--- src/rtl/ksa16_rr_scheduler_pkg.sv ---
// ============================================================================
// Module   : ksa16_rr_scheduler_pkg
// Brief    : Shared constants for the shared Kogge-Stone adder scheduler:
//            adder width and the scheduler state encodings.
// Revision : 1.0 - initial release
// ============================================================================
`timescale 1ns/1ps
`default_nettype none

package ksa16_rr_scheduler_pkg;

   // Width of the single shared adder instance
   localparam int KSA_W = 16;

   // Scheduler state encoding
   typedef logic [1:0] ksa_state_t;

   localparam ksa_state_t KSA_S_IDLE = 2'd0;
   localparam ksa_state_t KSA_S_CALC = 2'd1;
   localparam ksa_state_t KSA_S_DONE = 2'd2;

endpackage

`default_nettype wire

--- src/rtl/rr_arbiter.sv ---
// ============================================================================
// Module   : rr_arbiter
// Brief    : Combinational round-robin arbiter. The search starts one past
//            ptr (mod N) and picks the first asserted request. The caller
//            owns the pointer register.
// Revision : 1.0 - initial release
// ============================================================================
`timescale 1ns/1ps
`default_nettype none

module rr_arbiter #(
   parameter  int N  = 4,
   localparam int IW = $clog2(N)
) (
   input  logic [N-1:0]  req,
   input  logic [IW-1:0] ptr,
   input  logic          en,
   output logic [N-1:0]  gnt,
   output logic [IW-1:0] idx
);

   logic          found;
   int            cand;
   logic [IW-1:0] cand_idx;

   // Rotating priority search: the requester just after ptr has top priority
   always_comb begin
      gnt      = '0;
      idx      = '0;
      found    = 1'b0;
      cand     = 0;
      cand_idx = '0;
      for (int off = 1; off <= N; off++) begin
         cand     = (int'(ptr) + off) % N;
         cand_idx = IW'(cand);
         if (en && !found && req[cand_idx]) begin
            gnt[cand_idx] = 1'b1;
            idx           = cand_idx;
            found         = 1'b1;
         end
      end
   end

endmodule

`default_nettype wire

--- src/rtl/ksa16_rr_scheduler.sv ---
// ============================================================================
// Module   : ksa16_rr_scheduler
// Brief    : Round-robin scheduler sharing one external 16-bit Kogge-Stone
//            adder among NREQ requesters. Operands are registered onto the
//            adder inputs, the sum/carry is captured one cycle later and
//            returned with the owner id over a valid/ready result port.
//            Optional macro KSA_SCHED_CNT_EN adds a 32-bit completed-op
//            counter output (op_count).
// Revision : 1.0 - initial release
// ============================================================================
`timescale 1ns/1ps
`default_nettype none

module ksa16_rr_scheduler
   import ksa16_rr_scheduler_pkg::*;
#(
   parameter  int NREQ  = 4,
   parameter  int WIDTH = KSA_W,
   localparam int IDW   = $clog2(NREQ)
) (
   input  logic                  wb_clk_i,
   input  logic                  wb_rst_i,
   input  logic [NREQ-1:0]       req_valid,
   output logic [NREQ-1:0]       req_ready,
   input  logic [NREQ*WIDTH-1:0] req_a,
   input  logic [NREQ*WIDTH-1:0] req_b,
   output logic [WIDTH-1:0]      add_a,
   output logic [WIDTH-1:0]      add_b,
   input  logic [WIDTH-1:0]      add_sum,
   input  logic                  add_cout,
   output logic                  res_valid,
   input  logic                  res_ready,
   output logic [WIDTH-1:0]      res_sum,
   output logic                  res_cout,
   output logic [IDW-1:0]        res_id,
   output logic                  busy
`ifdef KSA_SCHED_CNT_EN
   ,
   output logic [31:0]           op_count
`endif
);

   ksa_state_t       state_q,    state_d;
   logic [IDW-1:0]   rr_ptr_q,   rr_ptr_d;
   logic [WIDTH-1:0] add_a_q,    add_a_d;
   logic [WIDTH-1:0] add_b_q,    add_b_d;
   logic [IDW-1:0]   id_q,       id_d;
   logic [WIDTH-1:0] res_sum_q,  res_sum_d;
   logic             res_cout_q, res_cout_d;
   logic [IDW-1:0]   res_id_q,   res_id_d;

   logic             arb_en;
   logic [NREQ-1:0]  arb_gnt;
   logic [IDW-1:0]   arb_idx;
   logic             accept;

   logic [WIDTH-1:0] opa_arr [NREQ];
   logic [WIDTH-1:0] opb_arr [NREQ];

   // Unpack the flat operand buses so the winner can be selected by index
   for (genvar gi = 0; gi < NREQ; gi++) begin : g_unpack
      assign opa_arr[gi] = req_a[gi*WIDTH +: WIDTH];
      assign opb_arr[gi] = req_b[gi*WIDTH +: WIDTH];
   end

   rr_arbiter #(
      .N   (NREQ)
   ) u_arb (
      .req (req_valid),
      .ptr (rr_ptr_q),
      .en  (arb_en),
      .gnt (arb_gnt),
      .idx (arb_idx)
   );

   // A grant is only ever issued on a valid request, so any grant is an accept
   assign accept = |arb_gnt;

   // State register
   always_ff @(posedge wb_clk_i) begin
      if (wb_rst_i) begin
         state_q <= KSA_S_IDLE;
      end else begin
         state_q <= state_d;
      end
   end

   // Next-state logic: CALC always lasts one cycle; DONE waits for res_ready
   always_comb begin
      state_d = state_q;
      case (state_q)
         KSA_S_IDLE: if (accept) state_d = KSA_S_CALC;
         KSA_S_CALC: state_d = KSA_S_DONE;
         KSA_S_DONE: if (res_ready) state_d = accept ? KSA_S_CALC : KSA_S_IDLE;
         default:    state_d = KSA_S_IDLE;
      endcase
   end

   // Output decode: grants only while idle or while the held result drains
   always_comb begin
      arb_en    = !wb_rst_i &&
                  ((state_q == KSA_S_IDLE) || ((state_q == KSA_S_DONE) && res_ready));
      busy      = (state_q != KSA_S_IDLE);
      res_valid = (state_q == KSA_S_DONE);
      req_ready = arb_gnt;
   end

   // Datapath next values: latch operands on accept, capture adder in CALC
   always_comb begin
      rr_ptr_d   = rr_ptr_q;
      add_a_d    = add_a_q;
      add_b_d    = add_b_q;
      id_d       = id_q;
      res_sum_d  = res_sum_q;
      res_cout_d = res_cout_q;
      res_id_d   = res_id_q;
      if (accept) begin
         rr_ptr_d = arb_idx;
         add_a_d  = opa_arr[arb_idx];
         add_b_d  = opb_arr[arb_idx];
         id_d     = arb_idx;
      end
      if (state_q == KSA_S_CALC) begin
         res_sum_d  = add_sum;
         res_cout_d = add_cout;
         res_id_d   = id_q;
      end
   end

   // Datapath registers
   always_ff @(posedge wb_clk_i) begin
      if (wb_rst_i) begin
         rr_ptr_q   <= IDW'(NREQ - 1);
         add_a_q    <= '0;
         add_b_q    <= '0;
         id_q       <= '0;
         res_sum_q  <= '0;
         res_cout_q <= 1'b0;
         res_id_q   <= '0;
      end else begin
         rr_ptr_q   <= rr_ptr_d;
         add_a_q    <= add_a_d;
         add_b_q    <= add_b_d;
         id_q       <= id_d;
         res_sum_q  <= res_sum_d;
         res_cout_q <= res_cout_d;
         res_id_q   <= res_id_d;
      end
   end

   assign add_a    = add_a_q;
   assign add_b    = add_b_q;
   assign res_sum  = res_sum_q;
   assign res_cout = res_cout_q;
   assign res_id   = res_id_q;

`ifdef KSA_SCHED_CNT_EN
   logic [31:0] op_count_q, op_count_d;

   // Count every delivered result; natural 32-bit wrap
   always_comb begin
      op_count_d = op_count_q;
      if (res_valid && res_ready) op_count_d = op_count_q + 32'd1;
   end

   // Completed-op counter register
   always_ff @(posedge wb_clk_i) begin
      if (wb_rst_i) begin
         op_count_q <= '0;
      end else begin
         op_count_q <= op_count_d;
      end
   end

   assign op_count = op_count_q;
`endif

endmodule

`default_nettype wire

--- config.mk ---
export PLATFORM = sky130hd
export DESIGN_NAME = ksa16_rr_scheduler
export DESIGN_NICKNAME = d
export VERILOG_FILES = /design/src/rtl/ksa16_rr_scheduler_pkg.sv /design/src/rtl/rr_arbiter.sv /design/src/rtl/ksa16_rr_scheduler.sv
export SDC_FILE = /design/constraint.sdc
export NUM_CORES = 1
export LEC_CHECK = 0
export BUFFER_PORTS_ARGS = -buffer_cell sky130_fd_sc_hd__buf_2
export CAP_MARGIN = 10
export CORE_MARGIN = 5
export CORE_UTILIZATION = 40
export CTS_CLUSTER_SIZE = 28
export DETAILED_ROUTE_END_ITERATION = 10
export PLACE_DENSITY_LB_ADDON = 0.25
export SLEW_MARGIN = 5
export SYNTH_ARGS = -nofsm -noshare
export SYNTH_HDL_FRONTEND = slang
export SYNTH_HIERARCHICAL = 1
export SYNTH_SLANG_ARGS = --single-unit
--- constraint.sdc ---
create_clock -name wb_clk_i -period 3.5 [get_ports wb_clk_i]
set_input_delay 0.525 -clock wb_clk_i [delete_from_list [all_inputs] [get_ports wb_clk_i]]
set_output_delay 0.525 -clock wb_clk_i [all_outputs]
set_load 0.05 [all_outputs]
### Word-level counts from Yosys, hierarchy flattened

Index checks and enable logic that the tools add are counted.

| storage, ports and cells | value |
|---|---|
| register bits after elaboration | 57 |
| memories | 0 |
| latch bits | 0 |
| logic and storage cells | 88 |
| RAM bits | 0 |
| ROM bits | 0 |

| cells by class | value |
|---|---|
| add/sub/neg operators | 4 |
| bitwise logic cells | 4 |
| divide/modulo/power cells | 0 |
| $lt $le $gt $ge | 9 |
| shift operators | 0 |
| muxes and demuxes | 37 |
| equality and inequality tests | 4 |
| $mul | 0 |
| reduce and logical (&&, ||, !) cells | 22 |

Operator list:

| operator | count |
|---|---|
| 16-bit binary-select mux with 2-bit select | 2 |
| 16-bit two-way mux | 4 |
| 4-bit two-way mux | 4 |
| 1-bit logical AND | 13 |
| 2-bit by 3-bit < comparator with 1-bit output, second input constant | 4 |
| 1-bit two-way mux | 12 |
| 2-bit two-way mux | 6 |
| 4-bit OR | 3 |
| 1-bit binary-select mux with 2-bit select | 4 |
| 1-bit demux with 2-bit select | 4 |
| 2-bit by 1-bit >= comparator with 1-bit output, second input constant | 4 |
| 2-bit one-hot mux with 3 select lines | 1 |
| 2-bit by 1-bit adder with 2-bit output, second input constant | 2 |
| 2-bit adder, second input constant | 2 |
| 1-bit zero test | 4 |
| 4-bit OR reduction | 1 |
| 3-bit >= comparator, second input constant | 1 |
| 2-bit NOT with 3-bit output | 1 |
| 2-bit by 1-bit == test with 1-bit output, second input constant | 1 |
| 2-bit == test, second input constant | 1 |
| 2-bit zero test | 1 |
| 2-bit by 1-bit inequality test with 1-bit output, second input constant | 1 |
| 2-bit inequality test, second input constant | 1 |
| 2-bit AND reduction | 1 |
| other kinds (2) | 2 |

### Logic depth before layout (Yosys ltp)

Gate-level depths: netlist of the first run.

| logic depth | value |
|---|---|
| depth in word-level cells | 22 |
| mapped depth | 13 |
| gate-level depth less buffers | 10 |

### Cells and area by module

The synthesis of the first run kept the hierarchy.

By module, submodules not included:

| module | seq. area each (um^2) | instances | area an instance (um^2) | cells an instance |
|---|---|---|---|---|
| ksa16_rr_scheduler | 1141.1 | 1 | 2665.1 | 222 |
| rr_arbiter | 0.0 | 1 | 486.7 | 54 |

### Worst setup path before layout of the first run

OpenSTA, ideal clock, no wires.

| path | value |
|---|---|
| kind | register to register |
| start point | register rr_ptr_q[0] |
| end point | register add_a_q[10] (netlist: add_a[10]) |
| stages on the path, launching flop included | 13 |
| arrival | 3470 ps |
| path slack | -30 ps |
| required time | 3440 ps |
| path through | dfxtp_1 > buf_6 > inv_1 > ha_1 > clkbuf_1 > mux4_2 > a22o_1 > a22oi_1 > nand2_1 > or4_4 > nor2_8 > buf_8 > a22o_1 |

| on the way | value |
|---|---|
| elaborated cells between the ends (all ways) | 61 |
| classes of those cells | 4 x add/sub; 8 x order compare; 30 x mux; 4 x bitwise; 15 x reduce/logical |

RTL lines:

| element | line | text |
|---|---|---|
| start, declared | ksa16_rr_scheduler.sv:44 | `logic [IDW-1:0] rr_ptr_q, rr_ptr_d;` |
| start signal, assigned | ksa16_rr_scheduler.sv:133 | `rr_ptr_q <= IDW'(NREQ - 1);` |
| start signal, assigned | ksa16_rr_scheduler.sv:141 | `rr_ptr_q <= rr_ptr_d;` |
| parallel branches: the longest is 16 deep, another holds 2-bit by 3-bit < comparator with 1-bit output | -- |  |
| 4-bit two-way mux (*) | rr_arbiter.sv:36 | `if (en && !found && req[cand_idx]) begin` |
| named net req_ready[2] | ksa16_rr_scheduler.sv:24 | `output logic [NREQ-1:0] req_ready,` |
| 4-bit OR reduction (*) | ksa16_rr_scheduler.sv:77 | `assign accept = \|arb_gnt;` |
| end signal, assigned | ksa16_rr_scheduler.sv:134 | `add_a_q <= '0;` |
| end signal, assigned | ksa16_rr_scheduler.sv:142 | `add_a_q <= add_a_d;` |
| end, declared | ksa16_rr_scheduler.sv:45 | `logic [WIDTH-1:0] add_a_q, add_a_d;` |

Mark *: on every way through the listed nets, which the timed path passes. The select of a mux whose other input is x is not followed.
A chain may end at the register's enable or synchronous reset.

### Worst setup path after layout of the first run

| path | value |
|---|---|
| start point | register rr_ptr_q[1] |
| end point | output req_ready[1] |

| on the way | value |
|---|---|
| word-level cells in the longest chain between the ends | 17 |
| elaborated cells between the ends (all ways) | 52 |
| classes of those cells | 4 x add/sub; 8 x order compare; 23 x mux; 3 x bitwise; 14 x reduce/logical |

Ends and longest elaborated chain:

| element | line |
|---|---|
| parallel branches: the longest is 16 deep, another holds 2-bit by 3-bit < comparator with 1-bit output | -- |
| 4-bit two-way mux (*) | rr_arbiter.sv:36 |
| end, declared | ksa16_rr_scheduler.sv:24 |

Every way passes the cells marked *. The select of a mux whose other input is x is not followed.

==> impl_metrics.env, run 1 <==
export IMPL_outcome="finished clean"
export IMPL_cpLargestDelayFamily="simple AND/OR/NAND/NOR gates"
export IMPL_rows=32
export IMPL_grt_max_degree=33
export IMPL_synth_cell_type_count=36
export IMPL_core_area_sq_um=7690
export IMPL_power_density_nw_per_um2=864
export IMPL_numPortBuffers=208
export IMPL_drt_total_wl_um=9780
export IMPL_hpwl_um=7850
export IMPL_drc=0
export IMPL_syn_avg_cell_area_sq_um=11.4
export IMPL_tightest_slew_ns=0.752
export IMPL_crit_path_start_kind="flip-flop"
export IMPL_cp_max_fo=8
export IMPL_seq_area_sq_um=1140
export IMPL_grt_ovfl_total=0
export IMPL_cp_slowest_cell="mux4_2"
export IMPL_synth_common_cells="57 x dfxtp_1, 53 x nand2_1, 36 x a22o_1"
export IMPL_postCtsHoldBufs=0
export IMPL_multi_input_area_sq_um=1840
export IMPL_cpPeakStageDelay_ns=0.45
export IMPL_setup_tns_ns=0
export IMPL_vdd_drop_max_mv=0.438
export IMPL_synth_edf_count=0
export IMPL_die_area_sq_um=9750
export IMPL_swShare=0.445
export IMPL_yosysMostFrequentCell="dfxtp_1"
export IMPL_postCtsResizedCells=0
export IMPL_dr_pass1_iters=4
export IMPL_worstHoldStart="add_sum[14]"
export IMPL_synthArstFlopShare=0
export IMPL_ys_ff_latch=57
export IMPL_post_cts_buffers=0
export IMPL_fin_nets=640
export IMPL_drv_cap=0
export IMPL_synth_largest_area_cell="dfxtp_1"
export IMPL_switchingPower_mw=1.71
export IMPL_pwr_share_comb=0.609
export IMPL_synth_area_sq_um=3150
export IMPL_clock_latency_ns=0.32
export IMPL_period_share=0.902
export IMPL_gp_congestion=0.879
export IMPL_p_clk_frac=0.164
export IMPL_numClockSinks=57
export IMPL_clockBufferDepth=2
export IMPL_r2r_start="rr_ptr_q[1]$_SDFFE_PP1P_"
export IMPL_nFillCells=718
export IMPL_diodes=0
export IMPL_total_power_mw=3.85
export IMPL_initial_core_util=0.410
export IMPL_fp_dieW_um=98.8
export IMPL_rsz0062_at_grt="false"
export IMPL_cts_tree="done"
export IMPL_drive_gt1_frac=0.575
export IMPL_synth_ff_type="dfxtp_1"
export IMPL_wl_per_cell_um=16.7
export IMPL_ios=209
export IMPL_numCtsBuffers=9
export IMPL_seq_area_frac_synth=0.362
export IMPL_critPathArrivalTime_ns=2.63
export IMPL_path_cells="inv_1, ha_1, mux4_2, nor2_2, and3_2, a22oi_1, nand2_1, buf_2"
export IMPL_die_y_um=98.8
export IMPL_min_path_type="in -> reg"
export IMPL_num_vias=3063
export IMPL_post_route_min_period_ns=3.16
export IMPL_required_ns=2.97
export IMPL_area_delta_synth_final_pct=41.5
export IMPL_ant_nets=0
export IMPL_hold_viol_final=0
export IMPL_yosys_warnings=6
export IMPL_grt_pass1_wl_um=15400
export IMPL_fin_worst_skew_ns=0.00643
export IMPL_clkTransAtPathRegs_ns=0.06
export IMPL_final_util=0.580
export IMPL_path_class="reg -> out"
export IMPL_synth_top_area_share=0.362
export IMPL_grtUsageTotal=0.195
export IMPL_vias_per_cell=5.22
export IMPL_synth_area_top_cells="dfxtp_1 36%, mux4_2 25%, a22o_1 10%"
export IMPL_seq_power_share=0.228
export IMPL_cp_num_buf_inv=2
export IMPL_syn_inst=276
export IMPL_grt_pass1_vias=3092
export IMPL_max_slew_margin=0.499
export IMPL_h_tree_depth=3
export IMPL_clockRootBuffer="clkbuf_8"
export IMPL_syn_nets=436
export IMPL_maxSlewViolCount=0
export IMPL_internal_power_mw=2.14
export IMPL_drtIter0Drc=91
export IMPL_fmax_mhz=317
export IMPL_p_leak_nw=2.16
export IMPL_cp_startpoint="rr_ptr_q[1]$_SDFFE_PP1P_"
export IMPL_setup_violations=0
export IMPL_end_kind="output port"
export IMPL_antenna_found_initial=0
power by group through the flow:
stage | registers (mW) | logic, mW | clock network [mW]
CTS | 0.878 | 2.36 | 0.651
floorplan | 1.30 | 1.50 | 0
finish | 0.878 | 2.34 | 0.630
global placement | 0.887 | 2.32 | 0
global route | 0.896 | 2.52 | 0.689
detailed placement | 0.891 | 2.35 | 0
per-stage QoR:
| stage | area (sq um) | hold slack (ns) | cells | setup WS [ns] |
|---|---|---|---|---|
| floorplan | 3160 | 0.432 | 276 | 0.0280 |
| finish | 4460 | 0.436 | 587 | 0.344 |
| CTS | 4450 | 0.413 | 586 | 0.351 |
| global route | 4460 | 0.413 | 587 | 0.150 |
| detailed placement | 4240 | 0.443 | 570 | 0.401 |
| global placement | 4240 | 0.438 | 570 | 0.446 |
final timing paths:
check                             endpoint  depth (start not counted)  slack, ns
hold / removal    res_sum[14]$_SDFFE_PP0N_                          3       0.44
setup / recovery              req_ready[1]                          8       0.34
setup reg to reg     add_a[6]$_SDFFE_PP0P_                          9       0.37
hold reg to reg    res_sum[3]$_SDFFE_PP0N_                          2       0.45
worst register-to-register path, delay by kind of cell (launching register included):
kind | cells | cell delay [ns]
AOI/OAI and AO/OA | 3 | 0.71
adders and majority gates | 1 | 0.43
buffers and inverters | 1 | 0.09
DFF | 1 | 0.34
muxes | 1 | 0.45
and+or+nand+nor | 3 | 1.04
routing by layer:
layer  part of all wire  routed length (um)  global-route usage  vias up
met5                  0                   0                   0        -
met4              0.017                 171              0.0630        0
met3              0.084                 823              0.0701       17
met2               0.53                5140               0.347      125
met1               0.37                3640               0.217     1453
li1                   -                   -                   -     1468
cell usage in the layout (no fill, tap or decap), types with 3 or more instances in the layout:
cell      synthesis  final
a22oi_1           4      4
a21o_1            3      3
a21oi_1          25     25
nand2_1          53     51
buf_2             7    208
a22o_1           36     36
mux4_2           35     35
dfxtp_1          57     57
buf_4             0      7
ha_1              8      8
clkbuf_8          0     12
inv_1             3      3
logic make-up after synthesis:
family | after synthesis | synth area share
compound gates | 75 | 0.173
fa+ha+maj | 8 | 0.0318
buf+inv | 27 | 0.0576
flops | 57 | 0.362
mux | 37 | 0.262
simple gates | 72 | 0.114
registers in the layout, summed over array words and instances (netlist names):
| name | flops |
|---|---|
| add_a | 16 |
| add_b | 16 |
| res_sum | 16 |
| id_q | 2 |
| res_id | 2 |
| rr_ptr_q | 2 |
| state_q | 2 |
| res_cout | 1 |
cell type report:
class,instances,share of cell area
clock buffer,14,0.0387
clock inverter,2,0.00786
inverter,3,0.00253
multi-input combinational,192,0.412
sequential,57,0.256
tap,102,0.0286
timing repair buffer,217,0.254
Power figures use the tool's default switching activity.
==> inputs of run 2 (changes only) <==
--- a/config.mk
+++ b/config.mk
@@ -5,13 +5,14 @@
 export SDC_FILE = /design/constraint.sdc
 export NUM_CORES = 1
 export LEC_CHECK = 0
+export ABC_AREA = 1
 export BUFFER_PORTS_ARGS = -buffer_cell sky130_fd_sc_hd__buf_2
 export CAP_MARGIN = 10
 export CORE_MARGIN = 5
 export CORE_UTILIZATION = 40
 export CTS_CLUSTER_SIZE = 28
 export DETAILED_ROUTE_END_ITERATION = 10
-export PLACE_DENSITY_LB_ADDON = 0.25
+export PLACE_DENSITY = 0.71
 export SLEW_MARGIN = 5
 export SYNTH_ARGS = -nofsm -noshare
 export SYNTH_HDL_FRONTEND = slang
==> impl_metrics.env, run 2 <==
export IMPL_outcome="finished clean"
export IMPL_critPathArrivalTime_ns=2.69
export IMPL_seq_area_frac_synth=0.311
export IMPL_p_clk_frac=0.125
export IMPL_synth_top_area_share=0.311
export IMPL_min_path_type="in -> reg"
export IMPL_place_area_sq_um=4670
export IMPL_syn_nets=746
export IMPL_synth_area_top_cells="dfxtp_1 31%, nand2_1 22%, nand3_1 13%"
export IMPL_post_place_ws_ns=0.366
export IMPL_yosysMostFrequentCell="nand2_1"
export IMPL_final_cells=886
export IMPL_rows=35
export IMPL_grt_ovfl_total=0
export IMPL_post_route_min_period_ns=3.21
export IMPL_path_cells="inv_2, ha_1, inv_1, nand3_2, nand2_4, nand2_2, nor2_4, nand3_1, nand3_1, buf_2"
export IMPL_vdd_drop_max_mv=0.412
export IMPL_dp_cells=870
export IMPL_hpwl_um=9450
export IMPL_numCtsBuffers=9
export IMPL_setup_tns_ns=0
export IMPL_yosys_warnings=6
export IMPL_numPortBuffers=208
export IMPL_post_cts_buffers=0
export IMPL_multi_input_area_sq_um=2220
export IMPL_period_share=0.918
export IMPL_rsz0062_at_grt="false"
export IMPL_pwr_share_comb=0.685
export IMPL_switchingPower_mw=2.87
export IMPL_synth_edf_count=0
export IMPL_synth_common_cells="218 x nand2_1, 93 x nand3_1, 57 x dfxtp_1"
export IMPL_max_slew_margin=0.302
export IMPL_cp_slowest_cell="dfxtp_1"
export IMPL_setup_violations=0
export IMPL_swShare=0.559
export IMPL_fin_ws_ns=0.288
export IMPL_numClockSinks=57
export IMPL_drc=0
export IMPL_grt_pass1_wl_um=20100
export IMPL_clockBufferDepth=2
export IMPL_fin_nets=930
export IMPL_synth_area_sq_um=3670
export IMPL_final_common_cell="nand2_1"
export IMPL_ios=209
export IMPL_grt_pass1_vias=4304
export IMPL_end_kind="output port"
export IMPL_synth_cell_type_count=26
export IMPL_h_tree_depth=3
export IMPL_drtIter0Drc=289
export IMPL_seq_power_share=0.190
export IMPL_required_ns=2.97
export IMPL_synth_ff_type="dfxtp_1"
export IMPL_die_area_sq_um=11200
export IMPL_design_area_sq_um=4880
export IMPL_internal_power_mw=2.26
export IMPL_cpLargestDelayFamily="simple AND/OR/NAND/NOR gates"
export IMPL_dr_pass1_iters=5
export IMPL_synthArstFlopShare=0
export IMPL_ys_ff_latch=57
export IMPL_ant_nets=0
export IMPL_grtUsageTotal=0.217
export IMPL_die_y_um=106
export IMPL_clock_latency_ns=0.33
export IMPL_grt_max_degree=66
export IMPL_synth_largest_area_cell="dfxtp_1"
export IMPL_postCtsResizedCells=0
export IMPL_gp_congestion=0.873
export IMPL_maxSlewViolCount=0
export IMPL_drive_gt1_frac=0.323
export IMPL_tightest_slew_ns=1.05
export IMPL_p_leak_nw=2.73
export IMPL_postCtsHoldBufs=0
export IMPL_drv_cap=0
export IMPL_area_delta_synth_final_pct=33.0
export IMPL_antenna_found_initial=0
export IMPL_crit_path_start_kind="flip-flop"
export IMPL_cts_tree="done"
export IMPL_fmax_mhz=311
export IMPL_clockRootBuffer="clkbuf_8"
export IMPL_power_density_nw_per_um2=1050
export IMPL_mostFrequentLayoutCells="218 x nand2_1, 208 x buf_2, 92 x nand3_1"
export IMPL_holdWs_ns=0.419
export IMPL_vias_per_cell=5.11
export IMPL_nFillCells=935
export IMPL_fin_worst_skew_ns=0.00632
export IMPL_path_class="reg -> out"
export IMPL_cp_max_fo=12
export IMPL_wl_per_cell_um=14.3
export IMPL_cpMostUsedCell="nand3_1"
export IMPL_fp_dieW_um=106
export IMPL_seq_area_sq_um=1140
export IMPL_cp_num_buf_inv=3
export IMPL_drt_total_wl_um=12700
export IMPL_hold_viol_final=0
export IMPL_num_vias=4524
export IMPL_clkTransAtPathRegs_ns=0.07
export IMPL_core_area_sq_um=9110
export IMPL_cpPeakStageDelay_ns=0.56
export IMPL_initial_core_util=0.403
export IMPL_syn_inst=586
export IMPL_syn_avg_cell_area_sq_um=6.26
export IMPL_diodes=0
[run 2: changes by cell type after synthesis, moves of 6 or more]
cell	previous run	this run
inv_1	3	10
mux4_2	35	0
nand2_1	53	218
nand3_1	0	93
a21oi_1	25	36
buf_2	7	20
nand4_1	0	6
inv_2	0	6
o21ai_0	2	19
nand3b_1	0	32
nor2_1	2	41
a22o_1	36	0
[run 2: stage by stage]
step                total power, mW   util
finish                         5.13  0.536
global route                   5.58  0.536
floorplan                      3.82      -
CTS                            5.15  0.536
detailed placement             4.49  0.513
global placement               4.43  0.513
[run 2: cells by family after synthesis]
kind of cell,synth area share
AND/OR/NAND/NOR,0.497
flip-flops,0.311
adder cells (fa/ha/maj),0.0273
buffers and inverters,0.0890
AO/OA/AOI/OAI,0.0763
[run 2: final timing paths]
| check | slack (ns) | to | start | cells after the start |
|---|---|---|---|---|
| min reg2reg | 0.49 | id_q[1]$_SDFFE_PP0P_ | id_q[1]$_SDFFE_PP0P_ | 2 |
| max | 0.29 | req_ready[0] | rr_ptr_q[0]$_SDFFE_PP1P_ | 10 |
| max reg2reg | 0.35 | add_b[5]$_SDFFE_PP0P_ | rr_ptr_q[0]$_SDFFE_PP1P_ | 12 |
| min | 0.42 | res_sum[8]$_SDFFE_PP0N_ | add_sum[8] | 3 |
[run 2: metal layers]
metal	routed length, um	global-route usage
met1	5070	0.257
met5	0	0
met4	325	0.0953
met3	855	0.0441
met2	6410	0.378
[run 2: power groups by stage]
stage / Sequential [mW] / Clock [mW] / Combinational (mW)
floorplan: 1.57 / 0 / 2.25
global placement: 0.976 / 0 / 3.45
detailed placement: 0.983 / 0 / 3.51
CTS: 0.972 / 0.660 / 3.52
global route: 0.998 / 0.687 / 3.90
finish: 0.973 / 0.642 / 3.52
[run 2: worst reg2reg max path, cell delays in order, from the launching register on]
cell and delay [ns]:
dfxtp_1 0.56, inv_2 0.20, ha_1 0.40, inv_1 0.10, nand3_1 0.08, and2_1 0.29
nor2_4 0.08, nand3_1 0.09, nand3_1 0.09, inv_1 0.76, nand3_1 0.21, nand2_1 0.12
a21oi_1 0.06
[run 2: layout make-up]
| type | instances | share of cell area |
|---|---|---|
| inverters | 20 | 0.0159 |
| clock inverters | 2 | 0.00718 |
| well taps | 111 | 0.0284 |
| repair buffers | 215 | 0.224 |
| clock buffers | 14 | 0.0354 |
| flip-flops and latches | 57 | 0.234 |
| multi-input cells | 467 | 0.455 |
==> inputs of run 3 (changes only) <==
--- a/config.mk
+++ b/config.mk
@@ -9,10 +9,10 @@
 export BUFFER_PORTS_ARGS = -buffer_cell sky130_fd_sc_hd__buf_2
 export CAP_MARGIN = 10
 export CORE_MARGIN = 5
-export CORE_UTILIZATION = 40
+export CORE_UTILIZATION = 38
 export CTS_CLUSTER_SIZE = 28
 export DETAILED_ROUTE_END_ITERATION = 10
-export PLACE_DENSITY = 0.71
+export PLACE_DENSITY = 0.68
 export SLEW_MARGIN = 5
 export SYNTH_ARGS = -nofsm -noshare
 export SYNTH_HDL_FRONTEND = slang
==> impl_metrics.env, run 3 (same netlist as run 2, synthesis figures left out) <==
export IMPL_final_common_cell="nand2_1"
export IMPL_maxSlewViolCount=0
export IMPL_min_path_type="in -> reg"
export IMPL_numCtsBuffers=9
export IMPL_final_util=0.530
export IMPL_cpLargestDelayFamily="simple AND/OR/NAND/NOR gates"
export IMPL_h_tree_depth=3
export IMPL_drt_total_wl_um=12300
export IMPL_area_delta_synth_final_pct=34.6
export IMPL_post_route_min_period_ns=3.21
export IMPL_numClockSinks=57
export IMPL_vias_per_cell=4.93
export IMPL_rows=35
export IMPL_critPathArrivalTime_ns=2.69
export IMPL_place_area_sq_um=4710
export IMPL_clock_latency_ns=0.33
export IMPL_num_vias=4471
export IMPL_gp_congestion=0.862
export IMPL_hpwl_um=9280
export IMPL_mostFrequentLayoutCells="218 x nand2_1, 208 x buf_2, 92 x nand3_1"
export IMPL_rsz0062_at_grt="false"
export IMPL_nFillCells=975
export IMPL_drive_gt1_frac=0.327
export IMPL_cp_max_fo=12
export IMPL_drc=0
export IMPL_antenna_found_initial=0
export IMPL_end_kind="output port"
export IMPL_grt_ovfl_total=0
export IMPL_p_leak_nw=2.75
export IMPL_cts_tree="done"
export IMPL_cpMostUsedCell="nand3_1"
export IMPL_fin_nets=932
export IMPL_worstHoldStart="wb_rst_i"
export IMPL_drtIter0Drc=214
export IMPL_clockBufferDepth=2
export IMPL_fmax_mhz=311
export IMPL_initial_core_util=0.394
export IMPL_wl_per_cell_um=13.6
export IMPL_path_cells="inv_2, ha_1, inv_1, nand3_2, nand2_4, nand2_2, nor2_4, nand3_1, nand3_1, buf_2"
export IMPL_dr_pass1_iters=5
export IMPL_diodes=0
export IMPL_grt_pass1_wl_um=20200
export IMPL_final_cells=906
export IMPL_post_cts_buffers=0
export IMPL_setup_violations=0
export IMPL_grt_pass1_vias=4365
export IMPL_hold_viol_final=0
export IMPL_post_place_ws_ns=0.311
export IMPL_drv_cap=0
export IMPL_clockRootBuffer="clkbuf_8"
export IMPL_holdPathEnd="id_q[1]$_SDFFE_PP0P_"
export IMPL_total_power_mw=5.21
export IMPL_clkTransAtPathRegs_ns=0.06
export IMPL_design_area_sq_um=4940
export IMPL_period_share=0.918
export IMPL_setup_tns_ns=0
export IMPL_hold_depth=2
export IMPL_numPortBuffers=208
export IMPL_ant_nets=0
export IMPL_r2r_end="add_b[3]$_SDFFE_PP0P_"
export IMPL_ios=209
export IMPL_reg2regPathDepth=14
export IMPL_holdWs_ns=0.414
export IMPL_die_y_um=108
export IMPL_tightest_slew_ns=0.668
export IMPL_die_area_sq_um=11700
export IMPL_r2r_start="rr_ptr_q[0]$_SDFFE_PP1P_"
export IMPL_path_class="reg -> out"
export IMPL_fin_ws_ns=0.285
export IMPL_dp_cells=890
export IMPL_cp_num_buf_inv=3
export IMPL_cpPeakStageDelay_ns=0.57
export IMPL_outcome="finished clean"
export IMPL_r2r_setup_slack_ns=0.39
export IMPL_power_density_nw_per_um2=1050
export IMPL_required_ns=2.97
export IMPL_vdd_drop_max_mv=0.406
export IMPL_cp_slowest_cell="dfxtp_1"
export IMPL_fp_dieW_um=108
export IMPL_grtUsageTotal=0.211
export IMPL_fin_worst_skew_ns=0.0100
export IMPL_core_area_sq_um=9330
export IMPL_crit_path_start_kind="flip-flop"
export IMPL_max_slew_margin=0.554
export IMPL_grt_max_degree=66
==> run 3: changes by cell type in the layout (fill, tap and decap cells not counted) <==
| cell | delta |
|---|---|
| buf_4 | +2 |
| clkbuf_8 | -1 |
| bufinv_16 | +1 |
| clkbuf_1 | -2 |
| clkinvlp_4 | +1 |
| clkinv_2 | +1 |
==> run 3: worst register-to-register path, stage by stage, from the launching register on <==
cell	delay [ns]
dfxtp_1	0.57
inv_2	0.20
ha_1	0.39
inv_1	0.12
nand3_2	0.10
nand2_4	0.12
nand2_2	0.08
nor2_4	0.21
nand3_1	0.13
nand3_2	0.12
buf_4	0.52
nand2_1	0.17
nand3_1	0.11
nand2_1	0.07
a21oi_1	0.13
==> run 3: layout make-up <==
class                           instances  area, sq um  share of cell area
Clock buffer                           11          151              0.0306
Tap cell                              129          161              0.0327
Inverter                               20         77.6              0.0157
Timing Repair Buffer                  217         1110               0.224
Clock inverter                          5         77.6              0.0157
Sequential cell                        57         1140               0.231
Multi-Input combinational cell        467         2220               0.450
==> run 3: worst max path at each step <==
stage	start	endpoint	cells past startpoint
2_1_floorplan	rr_ptr_q[0]$_SDFFE_PP1P_	add_a[11]$_SDFFE_PP0P_	16
3_3_place_gp	rr_ptr_q[0]$_SDFFE_PP1P_	add_b[7]$_SDFFE_PP0P_	13
3_5_place_dp	rr_ptr_q[0]$_SDFFE_PP1P_	add_a[13]$_SDFFE_PP0P_	13
4_1_cts	rr_ptr_q[0]$_SDFFE_PP1P_	req_ready[0]	10
5_1_grt	rr_ptr_q[0]$_SDFFE_PP1P_	req_ready[3]	11
6_report	rr_ptr_q[0]$_SDFFE_PP1P_	req_ready[0]	10
==> run 3: power by group <==
part	internal, mW	switching, mW	total, mW
Sequential	0.865	0.113	0.978
Combinational	1.03	2.51	3.54
Clock	0.437	0.260	0.697
==> run 3: what timing repair did <==
action                                  CTS  global route
gates resized for setup                   0             2
hold buffers                              0             0
endpoints found under the setup margin    0             7
==> run 3: layer usage <==
layer	global-route usage	up-vias	wire, um
met3	0.0448	16	871
li1	-	2275	-
met2	0.369	136	6240
met5	0	-	0
met4	0.0667	0	151
met1	0.259	2044	5080
